--- src/rtl/daq_pkg.sv ---
// Shared types and default timing for the AD7606 read sequencer.
// State encoding and default cycle counts live here so tick and sequencer logic agree.
package daq_pkg;

    typedef enum logic [2:0] {
        ST_IDLE,
        ST_CONV,
        ST_WAIT_HI,
        ST_WAIT_LO,
        ST_RD_L,
        ST_RD_H
    } daq_state_e;

    localparam int unsigned DEF_NUM_CH   = 8;
    localparam int unsigned DEF_CONV_LOW = 4;
    localparam int unsigned DEF_RD_LOW   = 3;
    localparam int unsigned DEF_RD_HIGH  = 2;
    localparam int unsigned DEF_BUSY_TO  = 64;

    localparam int unsigned TMR_W = 16;

    // Down-counters load cycles-1 and finish on the cycle they read zero.
    function automatic logic [TMR_W-1:0] tmr_load(input int unsigned cycles);
        return TMR_W'(cycles - 1);
    endfunction

endpackage

--- src/rtl/ad7606_read_sequencer_if.sv ---
// ADC parallel bus plus FIFO write port of the AD7606 read sequencer.
// master = sequencer side, slave = ADC/FIFO side.
interface ad7606_read_sequencer_if;
    logic        convst_o;
    logic        cs_n_o;
    logic        rd_n_o;
    logic        busy_i;
    logic        frstdata_i;
    logic [15:0] db_i;
    logic [15:0] wrdata_o;
    logic        wrreq_o;
    logic        wrfull_i;

    modport master (
        output convst_o, cs_n_o, rd_n_o, wrdata_o, wrreq_o,
        input  busy_i, frstdata_i, db_i, wrfull_i
    );

    modport slave (
        input  convst_o, cs_n_o, rd_n_o, wrdata_o, wrreq_o,
        output busy_i, frstdata_i, db_i, wrfull_i
    );
endinterface

--- src/rtl/daq_tick_gen.sv ---
// Conversion trigger: counts 0..period_i and emits a registered one-cycle tick on wrap.
// A zero period or a dropped enable parks the counter at 0 with no ticks.
module daq_tick_gen
    import daq_pkg::*;
(
    input  logic        clk_i,
    input  logic        reset_i,
    input  logic        enable_i,
    input  logic [15:0] period_i,
    output logic        tick_o
);

    logic [15:0] cnt_q, cnt_d;
    logic        tick_q, tick_d;

    always_comb begin
        cnt_d  = '0;
        tick_d = 1'b0;
        if (enable_i && (period_i != '0)) begin
            // >= keeps the counter sane if period_i is lowered below the current count
            if (cnt_q >= period_i) begin
                tick_d = 1'b1;
            end else begin
                cnt_d = cnt_q + 16'd1;
            end
        end
    end

    always_ff @(posedge clk_i or posedge reset_i) begin
        if (reset_i) begin
            cnt_q  <= '0;
            tick_q <= 1'b0;
        end else begin
            cnt_q  <= cnt_d;
            tick_q <= tick_d;
        end
    end

    assign tick_o = tick_q;

endmodule

--- src/rtl/ad7606_read_sequencer.sv ---
// AD7606 conversion/readout sequencer: CONVST pulse, BUSY handshake, NUM_CH parallel reads
// into a FIFO, with sticky overrun / missed-trigger / busy-timeout / framing flags.
//
// state      | meaning
// -----------+---------------------------------------------------
// ST_IDLE    | waiting for a trigger tick
// ST_CONV    | CONVST held low for CONV_LOW cycles
// ST_WAIT_HI | waiting up to BUSY_TO cycles for BUSY to rise
// ST_WAIT_LO | conversion running, waiting for BUSY to fall
// ST_RD_L    | RD low for RD_LOW cycles, sample DB on last cycle
// ST_RD_H    | RD high for RD_HIGH cycles, advance channel
module ad7606_read_sequencer
    import daq_pkg::*;
#(
    parameter int unsigned NUM_CH   = DEF_NUM_CH,
    parameter int unsigned CONV_LOW = DEF_CONV_LOW,
    parameter int unsigned RD_LOW   = DEF_RD_LOW,
    parameter int unsigned RD_HIGH  = DEF_RD_HIGH,
    parameter int unsigned BUSY_TO  = DEF_BUSY_TO
) (
    input  logic                           clk_i,
    input  logic                           reset_i,
    input  logic                           enable_i,
    input  logic [15:0]                    period_i,
    ad7606_read_sequencer_if.master        bus,
    output logic                           overrun_o,
    output logic                           missed_o,
    output logic                           busy_err_o,
    output logic                           frame_err_o,
    input  logic                           clr_i
);

    localparam logic [TMR_W-1:0] CONV_LD  = tmr_load(CONV_LOW);
    localparam logic [TMR_W-1:0] BUSY_LD  = tmr_load(BUSY_TO);
    localparam logic [TMR_W-1:0] RDL_LD   = tmr_load(RD_LOW);
    localparam logic [TMR_W-1:0] RDH_LD   = tmr_load(RD_HIGH);
    localparam logic [3:0]       LAST_IDX = 4'(NUM_CH - 1);

    logic tick;

    daq_tick_gen u_tick (
        .clk_i    (clk_i),
        .reset_i  (reset_i),
        .enable_i (enable_i),
        .period_i (period_i),
        .tick_o   (tick)
    );

    daq_state_e        state_q, state_d;
    logic [TMR_W-1:0]  tmr_q, tmr_d;
    logic [3:0]        idx_q, idx_d;
    logic              convst_q, convst_d;
    logic              cs_n_q, cs_n_d;
    logic              rd_n_q, rd_n_d;
    logic [15:0]       wrdata_q, wrdata_d;
    logic              wr_pend_q, wr_pend_d;
    logic              overrun_q, overrun_d;
    logic              missed_q, missed_d;
    logic              busy_err_q, busy_err_d;
    logic              frame_err_q, frame_err_d;
    logic              set_busy_err;
    logic              set_frame_err;

    always_comb begin
        state_d       = state_q;
        tmr_d         = tmr_q;
        idx_d         = idx_q;
        convst_d      = convst_q;
        cs_n_d        = cs_n_q;
        rd_n_d        = rd_n_q;
        wrdata_d      = wrdata_q;
        wr_pend_d     = 1'b0;
        set_busy_err  = 1'b0;
        set_frame_err = 1'b0;

        unique case (state_q)
            ST_IDLE: begin
                if (tick) begin
                    state_d  = ST_CONV;
                    convst_d = 1'b0;
                    tmr_d    = CONV_LD;
                end
            end
            ST_CONV: begin
                if (tmr_q == '0) begin
                    state_d  = ST_WAIT_HI;
                    convst_d = 1'b1;
                    tmr_d    = BUSY_LD;
                end else begin
                    tmr_d = tmr_q - 1'b1;
                end
            end
            ST_WAIT_HI: begin
                if (bus.busy_i) begin
                    state_d = ST_WAIT_LO;
                end else if (tmr_q == '0) begin
                    state_d      = ST_IDLE;
                    set_busy_err = 1'b1;
                end else begin
                    tmr_d = tmr_q - 1'b1;
                end
            end
            ST_WAIT_LO: begin
                if (!bus.busy_i) begin
                    state_d = ST_RD_L;
                    idx_d   = '0;
                    cs_n_d  = 1'b0;
                    rd_n_d  = 1'b0;
                    tmr_d   = RDL_LD;
                end
            end
            ST_RD_L: begin
                if (tmr_q == '0) begin
                    state_d       = ST_RD_H;
                    wrdata_d      = bus.db_i;
                    wr_pend_d     = 1'b1;
                    // FRSTDATA must be high exactly on channel 0
                    set_frame_err = (bus.frstdata_i != (idx_q == '0));
                    rd_n_d        = 1'b1;
                    tmr_d         = RDH_LD;
                    if (idx_q == LAST_IDX) begin
                        cs_n_d = 1'b1;
                    end
                end else begin
                    tmr_d = tmr_q - 1'b1;
                end
            end
            ST_RD_H: begin
                if (tmr_q == '0) begin
                    if (idx_q == LAST_IDX) begin
                        state_d = ST_IDLE;
                        idx_d   = '0;
                    end else begin
                        state_d = ST_RD_L;
                        idx_d   = idx_q + 4'd1;
                        rd_n_d  = 1'b0;
                        tmr_d   = RDL_LD;
                    end
                end else begin
                    tmr_d = tmr_q - 1'b1;
                end
            end
            default: begin
                state_d  = ST_IDLE;
                convst_d = 1'b1;
                cs_n_d   = 1'b1;
                rd_n_d   = 1'b1;
            end
        endcase

        // Sticky flags: a set in the same cycle as clr_i wins
        overrun_d   = (wr_pend_q & bus.wrfull_i) | (overrun_q & ~clr_i);
        missed_d    = (tick & (state_q != ST_IDLE)) | (missed_q & ~clr_i);
        busy_err_d  = set_busy_err | (busy_err_q & ~clr_i);
        frame_err_d = set_frame_err | (frame_err_q & ~clr_i);
    end

    always_ff @(posedge clk_i or posedge reset_i) begin
        if (reset_i) begin
            state_q     <= ST_IDLE;
            tmr_q       <= '0;
            idx_q       <= '0;
            convst_q    <= 1'b1;
            cs_n_q      <= 1'b1;
            rd_n_q      <= 1'b1;
            wrdata_q    <= '0;
            wr_pend_q   <= 1'b0;
            overrun_q   <= 1'b0;
            missed_q    <= 1'b0;
            busy_err_q  <= 1'b0;
            frame_err_q <= 1'b0;
        end else begin
            state_q     <= state_d;
            tmr_q       <= tmr_d;
            idx_q       <= idx_d;
            convst_q    <= convst_d;
            cs_n_q      <= cs_n_d;
            rd_n_q      <= rd_n_d;
            wrdata_q    <= wrdata_d;
            wr_pend_q   <= wr_pend_d;
            overrun_q   <= overrun_d;
            missed_q    <= missed_d;
            busy_err_q  <= busy_err_d;
            frame_err_q <= frame_err_d;
        end
    end

    assign bus.convst_o  = convst_q;
    assign bus.cs_n_o    = cs_n_q;
    assign bus.rd_n_o    = rd_n_q;
    assign bus.wrdata_o  = wrdata_q;
    // The FIFO full check has to see the write cycle itself, so the strobe is gated here
    assign bus.wrreq_o   = wr_pend_q & ~bus.wrfull_i;
    assign overrun_o     = overrun_q;
    assign missed_o      = missed_q;
    assign busy_err_o    = busy_err_q;
    assign frame_err_o   = frame_err_q;

endmodule

--- src/flat_wrapper.sv ---
// flat-port wrapper written by rule: the top's interface ports become plain ports
module ad7606_read_sequencer_flat import daq_pkg::*;
#(
    parameter int unsigned NUM_CH   = DEF_NUM_CH,
    parameter int unsigned CONV_LOW = DEF_CONV_LOW,
    parameter int unsigned RD_LOW   = DEF_RD_LOW,
    parameter int unsigned RD_HIGH  = DEF_RD_HIGH,
    parameter int unsigned BUSY_TO  = DEF_BUSY_TO
)
  (clk_i, reset_i, enable_i, period_i, overrun_o, missed_o, busy_err_o, frame_err_o, clr_i, bus_convst_o, bus_cs_n_o, bus_rd_n_o, bus_wrdata_o, bus_wrreq_o, bus_busy_i, bus_frstdata_i, bus_db_i, bus_wrfull_i);
  ad7606_read_sequencer_if bus_i ();
  input  logic clk_i;
  input  logic reset_i;
  input  logic enable_i;
  input  logic [15:0] period_i;
  output logic overrun_o;
  output logic missed_o;
  output logic busy_err_o;
  output logic frame_err_o;
  input  logic clr_i;
  output wire logic [$bits(bus_i.convst_o)-1:0] bus_convst_o;
  output wire logic [$bits(bus_i.cs_n_o)-1:0] bus_cs_n_o;
  output wire logic [$bits(bus_i.rd_n_o)-1:0] bus_rd_n_o;
  output wire logic [$bits(bus_i.wrdata_o)-1:0] bus_wrdata_o;
  output wire logic [$bits(bus_i.wrreq_o)-1:0] bus_wrreq_o;
  input wire logic [$bits(bus_i.busy_i)-1:0] bus_busy_i;
  input wire logic [$bits(bus_i.frstdata_i)-1:0] bus_frstdata_i;
  input wire logic [$bits(bus_i.db_i)-1:0] bus_db_i;
  input wire logic [$bits(bus_i.wrfull_i)-1:0] bus_wrfull_i;
  assign bus_convst_o = bus_i.convst_o;
  assign bus_cs_n_o = bus_i.cs_n_o;
  assign bus_rd_n_o = bus_i.rd_n_o;
  assign bus_wrdata_o = bus_i.wrdata_o;
  assign bus_wrreq_o = bus_i.wrreq_o;
  assign bus_i.busy_i = bus_busy_i;
  assign bus_i.frstdata_i = bus_frstdata_i;
  assign bus_i.db_i = bus_db_i;
  assign bus_i.wrfull_i = bus_wrfull_i;
  ad7606_read_sequencer #(.NUM_CH(NUM_CH), .CONV_LOW(CONV_LOW), .RD_LOW(RD_LOW), .RD_HIGH(RD_HIGH), .BUSY_TO(BUSY_TO)) u_core (.clk_i(clk_i), .reset_i(reset_i), .enable_i(enable_i), .period_i(period_i), .bus(bus_i), .overrun_o(overrun_o), .missed_o(missed_o), .busy_err_o(busy_err_o), .frame_err_o(frame_err_o), .clr_i(clr_i));
endmodule
--- config.mk ---
export PLATFORM = sky130hd
export DESIGN_NAME = ad7606_read_sequencer_flat
export DESIGN_NICKNAME = d
export VERILOG_FILES = /design/src/rtl/daq_pkg.sv /design/src/rtl/ad7606_read_sequencer_if.sv /design/src/rtl/daq_tick_gen.sv /design/src/rtl/ad7606_read_sequencer.sv /design/src/flat_wrapper.sv
export SDC_FILE = /design/constraint.sdc
export NUM_CORES = 1
export LEC_CHECK = 0
export CORE_ASPECT_RATIO = 0.5
export CORE_MARGIN = 2
export CORE_UTILIZATION = 43
export DETAILED_ROUTE_END_ITERATION = 10
export PLACE_DENSITY = 0.67
export SETUP_SLACK_MARGIN = 0.15
export SYNTH_ARGS = -nofsm -noshare
export SYNTH_HDL_FRONTEND = slang
export SYNTH_SLANG_ARGS = --single-unit
--- constraint.sdc ---
create_clock -name clk_i -period 3.2 [get_ports clk_i]
set_clock_uncertainty 0.1 [all_clocks]
set_input_delay 0.64 -clock clk_i [delete_from_list [all_inputs] [get_ports clk_i]]
set_output_delay 0.64 -clock clk_i [all_outputs]
set_load 0.03 [all_outputs]
==> results of run 1 <==
-- synth_stat cells, types with 3 or more instances --
master and number:
nor2b_1 4, mux2_2 8, o41ai_1 3, nor3_1 12, a22o_1 4, xnor2_1 7
inv_1 30, xor2_1 8, nand4_1 9, ha_1 20, o21ai_0 25, and4_1 3
a21o_1 8, and3_1 3, a211oi_1 3, nand3_1 7, or3_1 3, a21oi_1 25
a31oi_1 8, clkbuf_1 9, nor4_1 13, mux2_1 8, nand2_1 44, dfrtp_1 61
dfstp_2 3, nor2_1 38, o22ai_1 3
-- worst paths after layout --
kind,start,endpoint,depth (start not counted)
setup / recovery,u_core.tmr_q[0],u_core.bus.wrdata_o[11],8
hold / removal,u_core.bus.wrdata_o[3],u_core.bus.wrdata_o[3],1
setup reg to reg,u_core.tmr_q[0],u_core.bus.wrdata_o[11],8
hold reg to reg,u_core.bus.wrdata_o[3],u_core.bus.wrdata_o[3],1
max in group asynchronous,reset_i,u_core.bus.rd_n_o,3
min in group asynchronous,reset_i,u_core.bus.wrdata_o[7],2
-- metrics by stage --
step / cell area [um2] / std cells / setup slack, ps / hold WS, ps / utilization
4_1_cts: 4920 / 612 / 503 / 387 / 0.571
2_1_floorplan: 3790 / 413 / 715 / 351 / -
6_report: 4920 / 612 / 531 / 381 / 0.571
3_3_place_gp: 4640 / 596 / 374 / 368 / 0.538
5_1_grt: 4920 / 612 / 359 / 396 / 0.571
3_5_place_dp: 4640 / 596 / 289 / 374 / 0.538
-- layout make-up --
class | count | area share
Clock inverter | 6 | 0.00890
Clock buffer | 10 | 0.0486
Sequential cell | 64 | 0.326
Tap cell | 117 | 0.0297
Multi-Input combinational cell | 306 | 0.409
Inverter | 30 | 0.0229
Timing Repair Buffer | 79 | 0.155
-- power by group --
group / leakage (nW) / switching (mW) / internal (mW)
clock network: 0.139 / 0.369 / 0.547
registers: 0.850 / 0.170 / 0.954
logic: 1.31 / 0.731 / 0.506
total: 2.29 / 1.27 / 2.01
-- cells by family after synthesis --
group           Yosys count
xor+xnor                 15
flops                    64
fa+ha+maj                20
simple gates            153
mux                      16
buf+inv                  43
compound gates          102
-- routing by layer --
layer	share of wire	track usage	up-vias
li1	-	-	1653
met1	0.47	0.277	1590
met2	0.49	0.341	63
met3	0.033	0.0494	8
met4	0.0097	0.0504	0
met5	0	0	-
-- state kept, by name, indices dropped and copies added (netlist names), 3 cells and up --
signal	count
u_core.idx_q	4
u_core.u_tick.cnt_q	16
u_core.bus.wrdata_o	16
u_core.tmr_q	16
u_core.state_q	3
==> results_dict.tcl, run 1 <==
set metrics [dict create \
    drive_gt1_frac 0.111 \
    slowest_stage "or4b_4" \
    htree_num_levels 3 \
    place_congestion 0.856 \
    io_buffers 62 \
    syn_avg_cell_area_um2 9.18 \
    period_minus_slack_ps 2670 \
    syn_to_final_growth_pct 29.8 \
    ant_nets 0 \
    drt_iter0_markers 220 \
    cts_tree "yes" \
    hold_class "flip-flop to flip-flop" \
    fin_total_pwr_mw 3.28 \
    clock-root-buffer "clkbuf_16" \
    clock_latency_ps 330 \
    netlist_area_um2 3790 \
    peakVddDrop_uv 344 \
    grt_pass1_vias 3290 \
    die_h_um 70.4 \
    ys.flop_type "dfrtp_1" \
    synth_fa_ha_area_frac 0.0660 \
    final_cell_mix "clkdlybuf4s50_1, dfrtp_1, nand2_1" \
    synth_top_family_by_area "simple AND/OR/NAND/NOR gates" \
    clk_pin_slew_ps 60 \
    layout_commonest_cell "clkdlybuf4s50_1" \
    rsz0062_at_grt "no" \
    io_pins 63 \
    dr.pass1.iters 5 \
    reg2reg_slack_ps 530 \
    cts.repair.resized 0 \
    tightest_slew_ps 651 \
    seq_area_um2 1610 \
    n_antenna_cell 0 \
    synth_edf_count 0 \
    fill_cells 743 \
    ctsHoldBuffers 0 \
    fp.dieW_um 137 \
    synth-xor-area-share 0.0347 \
    wire_per_inst_um 15.1 \
    start_util 0.440 \
    fmax_mhz 375 \
    final.period_utilization 0.834 \
    core_um2 8620 \
    netlist_instances 413 \
    viasPerCell 5.42 \
    synth_simple_gate_area_frac 0.208 \
    max_cap_viol_count 0 \
    path_class "flip-flop to flip-flop" \
    maxSlewViolCount 0 \
    synth.area.mux_share 0.0475 \
    clockBufferDepth 2 \
    synth_compound_area_frac 0.175 \
    synthTopCellsByArea "dfrtp_1, ha_1, nand2_1, nor2_1, a21oi_1" \
    relSlewSlack 0.562 \
    path_cells "inv_1, ha_1, or4b_4, nor4_4, nand3_2, nor3_4, buf_4, mux2_2" \
    timing.setup.tns_ps 0 \
    synth_cell_types 61 \
    antenna_found_initial 0 \
    cpPeakStageDelay_ps 530 \
    cts_buffers 9 \
    required_ps 3310 \
    crit_fanout 18 \
    yosysWarningCount 0 \
    hold_viol 0 \
    arrival_ps 2780 \
    hpwl_mm 6.74 \
    leakagePower_nw 2.29 \
    multiInputGateArea_um2 2010 \
    ys_async_sr_fraction 1.00 \
    drt-total-wl_mm 9.22 \
    grt-ovfl-total 0 \
    vias 3314 \
    critPathTopFamily "simple AND/OR/NAND/NOR gates" \
    rows 24 \
    drc 0 \
    syn_nets 472 \
    final_nets 549 \
    grt_usage 0.207 \
    endpoint_kind "flip-flop" \
    power_density_nw_per_um2 666 \
    cp-start-kind "flip-flop" \
    timing.critical_path.buf_inv 2 \
    grt_pass1_wl_mm 15.8 \
    die-area_um2 9630 \
    cts_sinks 64 \
    yosys.area.top_type_share 0.403 \
    post_cts_buffers 0 \
    ys_seq_area_frac 0.424 \
    yosys.area.top_type "dfrtp_1" \
    outcome "finished clean" \
    setup_viol 0 \
    grt_max_degree 31 \
    ys_seq_elements 64 \
]
No activity file was read; power rests on OpenSTA's default activity.
==> run 2, diff against run 1 <==
==> constraint.sdc (replaced) <==
create_clock -name clk_i -period 2.5 [get_ports clk_i]
set_clock_uncertainty 0.1 [all_clocks]
set_input_delay 0.5 -clock clk_i [delete_from_list [all_inputs] [get_ports clk_i]]
set_output_delay 0.5 -clock clk_i [all_outputs]
set_load 0.03 [all_outputs]
==> run 2 against run 1 <==
Compared with the run above:
- sequential share of layout area shrank 3.6 points
- register-to-register slack lost 470 ps
- flip-flop and latch count stayed put
- clock power increased by 63%
- total power is 53% higher
- first-iteration DRC count is 26% lower
- setup slack got worse by 470 ps
- via count is 7.6% higher
- combinational power rose by 71%
- critical path type unchanged
==> results_dict.tcl, run 2 (same netlist as run 1, synthesis figures left out) <==
set metrics [dict create \
    peakVddDrop_uv 427 \
    fmax_mhz 410 \
    arrival_ps 2560 \
    setup_viol 0 \
    clk_pin_slew_ps 60 \
    timing.critical_path.buf_inv 2 \
    fill_cells 668 \
    power_density_nw_per_um2 911 \
    drt-total-wl_mm 10.2 \
    clkPwrFrac 0.297 \
    ant_nets 0 \
    final_cell_mix "clkdlybuf4s50_1, dfrtp_1, nand2_1" \
    reg2reg_slack_ps 60 \
    maxSlewViolCount 0 \
    layout_setup_ws_ps 58.8 \
    worstReg2RegStart "u_core.tmr_q[1]" \
    place_ws_ps -262 \
    hold_class "flip-flop to flip-flop" \
    slowest_stage "or4b_4" \
    final.period_utilization 0.976 \
    min_to "u_core.bus.wrdata_o[3]" \
    sw_frac_of_total 0.371 \
    cts_buffers 9 \
    seq_area_um2 1610 \
    drc 0 \
    clock-root-buffer "clkbuf_16" \
    fp.dieW_um 137 \
    grt_pass1_wl_mm 16.9 \
    htree_num_levels 3 \
    critPathTopFamily "simple AND/OR/NAND/NOR gates" \
    rows 24 \
    start_util 0.440 \
    dp.cells 612 \
    viasPerCell 5.50 \
    die_h_um 70.4 \
    grt-ovfl-total 0 \
    relSlewSlack 0.543 \
    syn_to_final_growth_pct 45.7 \
    die-area_um2 9630 \
    endpoint_kind "flip-flop" \
    cts_sinks 64 \
    holdPathStages 1 \
    period_minus_slack_ps 2440 \
    switchingPower_mw 1.86 \
    vias 3567 \
    rsz0062_at_grt "yes" \
    crit_fanout 8 \
    final_nets 585 \
    clockBufferDepth 2 \
    drive_gt1_frac 0.232 \
    grt_usage 0.224 \
    r2r_cells 8 \
    seqPwrFrac 0.282 \
    wire_per_inst_um 15.8 \
    outcome "finished clean" \
    cts_tree "yes" \
    max_cap_viol_count 0 \
    multiInputGateArea_um2 2240 \
    clock_latency_ps 340 \
    postLayoutCoreUtil 0.641 \
    core_um2 8620 \
    path_class "flip-flop to flip-flop" \
    cp-start-kind "flip-flop" \
    path_cells "inv_1, ha_2, or4b_4, nor4_4, nand3_2, nor3_4, buf_6, mux2_1" \
    n_antenna_cell 0 \
    drt_iter0_markers 163 \
    tightest_slew_ps 679 \
    grt_pass1_vias 3409 \
    combPwrFrac 0.421 \
    hold_viol 0 \
    io_pins 63 \
    required_ps 2620 \
    cpPeakStageDelay_ps 500 \
    leakagePower_nw 2.56 \
    grt_max_degree 42 \
    intPower_mw 3.16 \
    hpwl_mm 6.91 \
    min-delay-start "u_core.bus.wrdata_o[3]" \
    stdcell_count 648 \
    io_buffers 62 \
    antenna_found_initial 0 \
    fin_total_pwr_mw 5.03 \
    place_congestion 0.847 \
    dr.pass1.iters 4 \
    crit-reg2reg-capture "u_core.bus.wrdata_o[3]" \
]
==> run 2: final cells by class <==
class                      count  share of cell area
timing repair buffer         115               0.193
tap                          117              0.0265
clock buffer                  10              0.0433
clock inverter                 6              0.0208
inverter                      30              0.0204
sequential                    64               0.291
multi-input combinational    306               0.405
==> run 2: worst register-to-register path, stage by stage, from the launching register on <==
cell	delay, ps
dfrtp_1	370
inv_1	70
ha_2	170
or4b_4	500
nor4_4	220
nand3_2	150
nor3_4	220
buf_6	190
mux2_1	320
==> run 2: what timing repair did <==
action                                  4_1_cts  5_1_grt
pin swaps                                     0       23
hold buffers                                  0        0
buffers inserted                              5       11
endpoints found under the setup margin       25       50
gates cloned                                  3        1
endpoints found under the hold margin         0        0
gates resized for setup                      16       50
==> run 2: power by group through the flow <==
stage          clock network [mW]  registers (mW)  logic (mW)
4_1_cts                      1.51            1.40        1.81
5_1_grt                      1.56            1.45        2.29
3_5_place_dp                    0            1.42        1.75
2_1_floorplan                   0            1.46        1.01
6_report                     1.49            1.42        2.12
3_3_place_gp                    0            1.41        1.74
==> run 2: routing by layer <==
metal	wire length (um)	track usage
met5	0	0
met3	420	0.0566
met2	4900	0.354
met4	201	0.0848
met1	4720	0.298
==> run 2: worst max-delay path by stage <==
stage,cells past startpoint,slack [ps],start,to
after detailed placement,9,-260,period_i[13],u_core.u_tick.cnt_q[15]
after global placement,9,-180,period_i[13],u_core.u_tick.cnt_q[15]
after global routing,8,-80,u_core.tmr_q[1],u_core.bus.wrdata_o[15]
after floorplan,8,20,u_core.tmr_q[0],u_core.bus.wrdata_o[0]
final,8,60,u_core.tmr_q[1],u_core.bus.wrdata_o[3]
after CTS,8,110,u_core.tmr_q[0],u_core.bus.wrdata_o[0]
==> run 2: through the flow <==
step | hold WS (ps) | cell area [um2] | TNS [ps]
4_1_cts | 386 | 5220 | 0
6_report | 385 | 5520 | 0
3_5_place_dp | 375 | 4750 | -2780
5_1_grt | 409 | 5520 | -947
3_3_place_gp | 371 | 4750 | -1780
2_1_floorplan | 351 | 3790 | 0
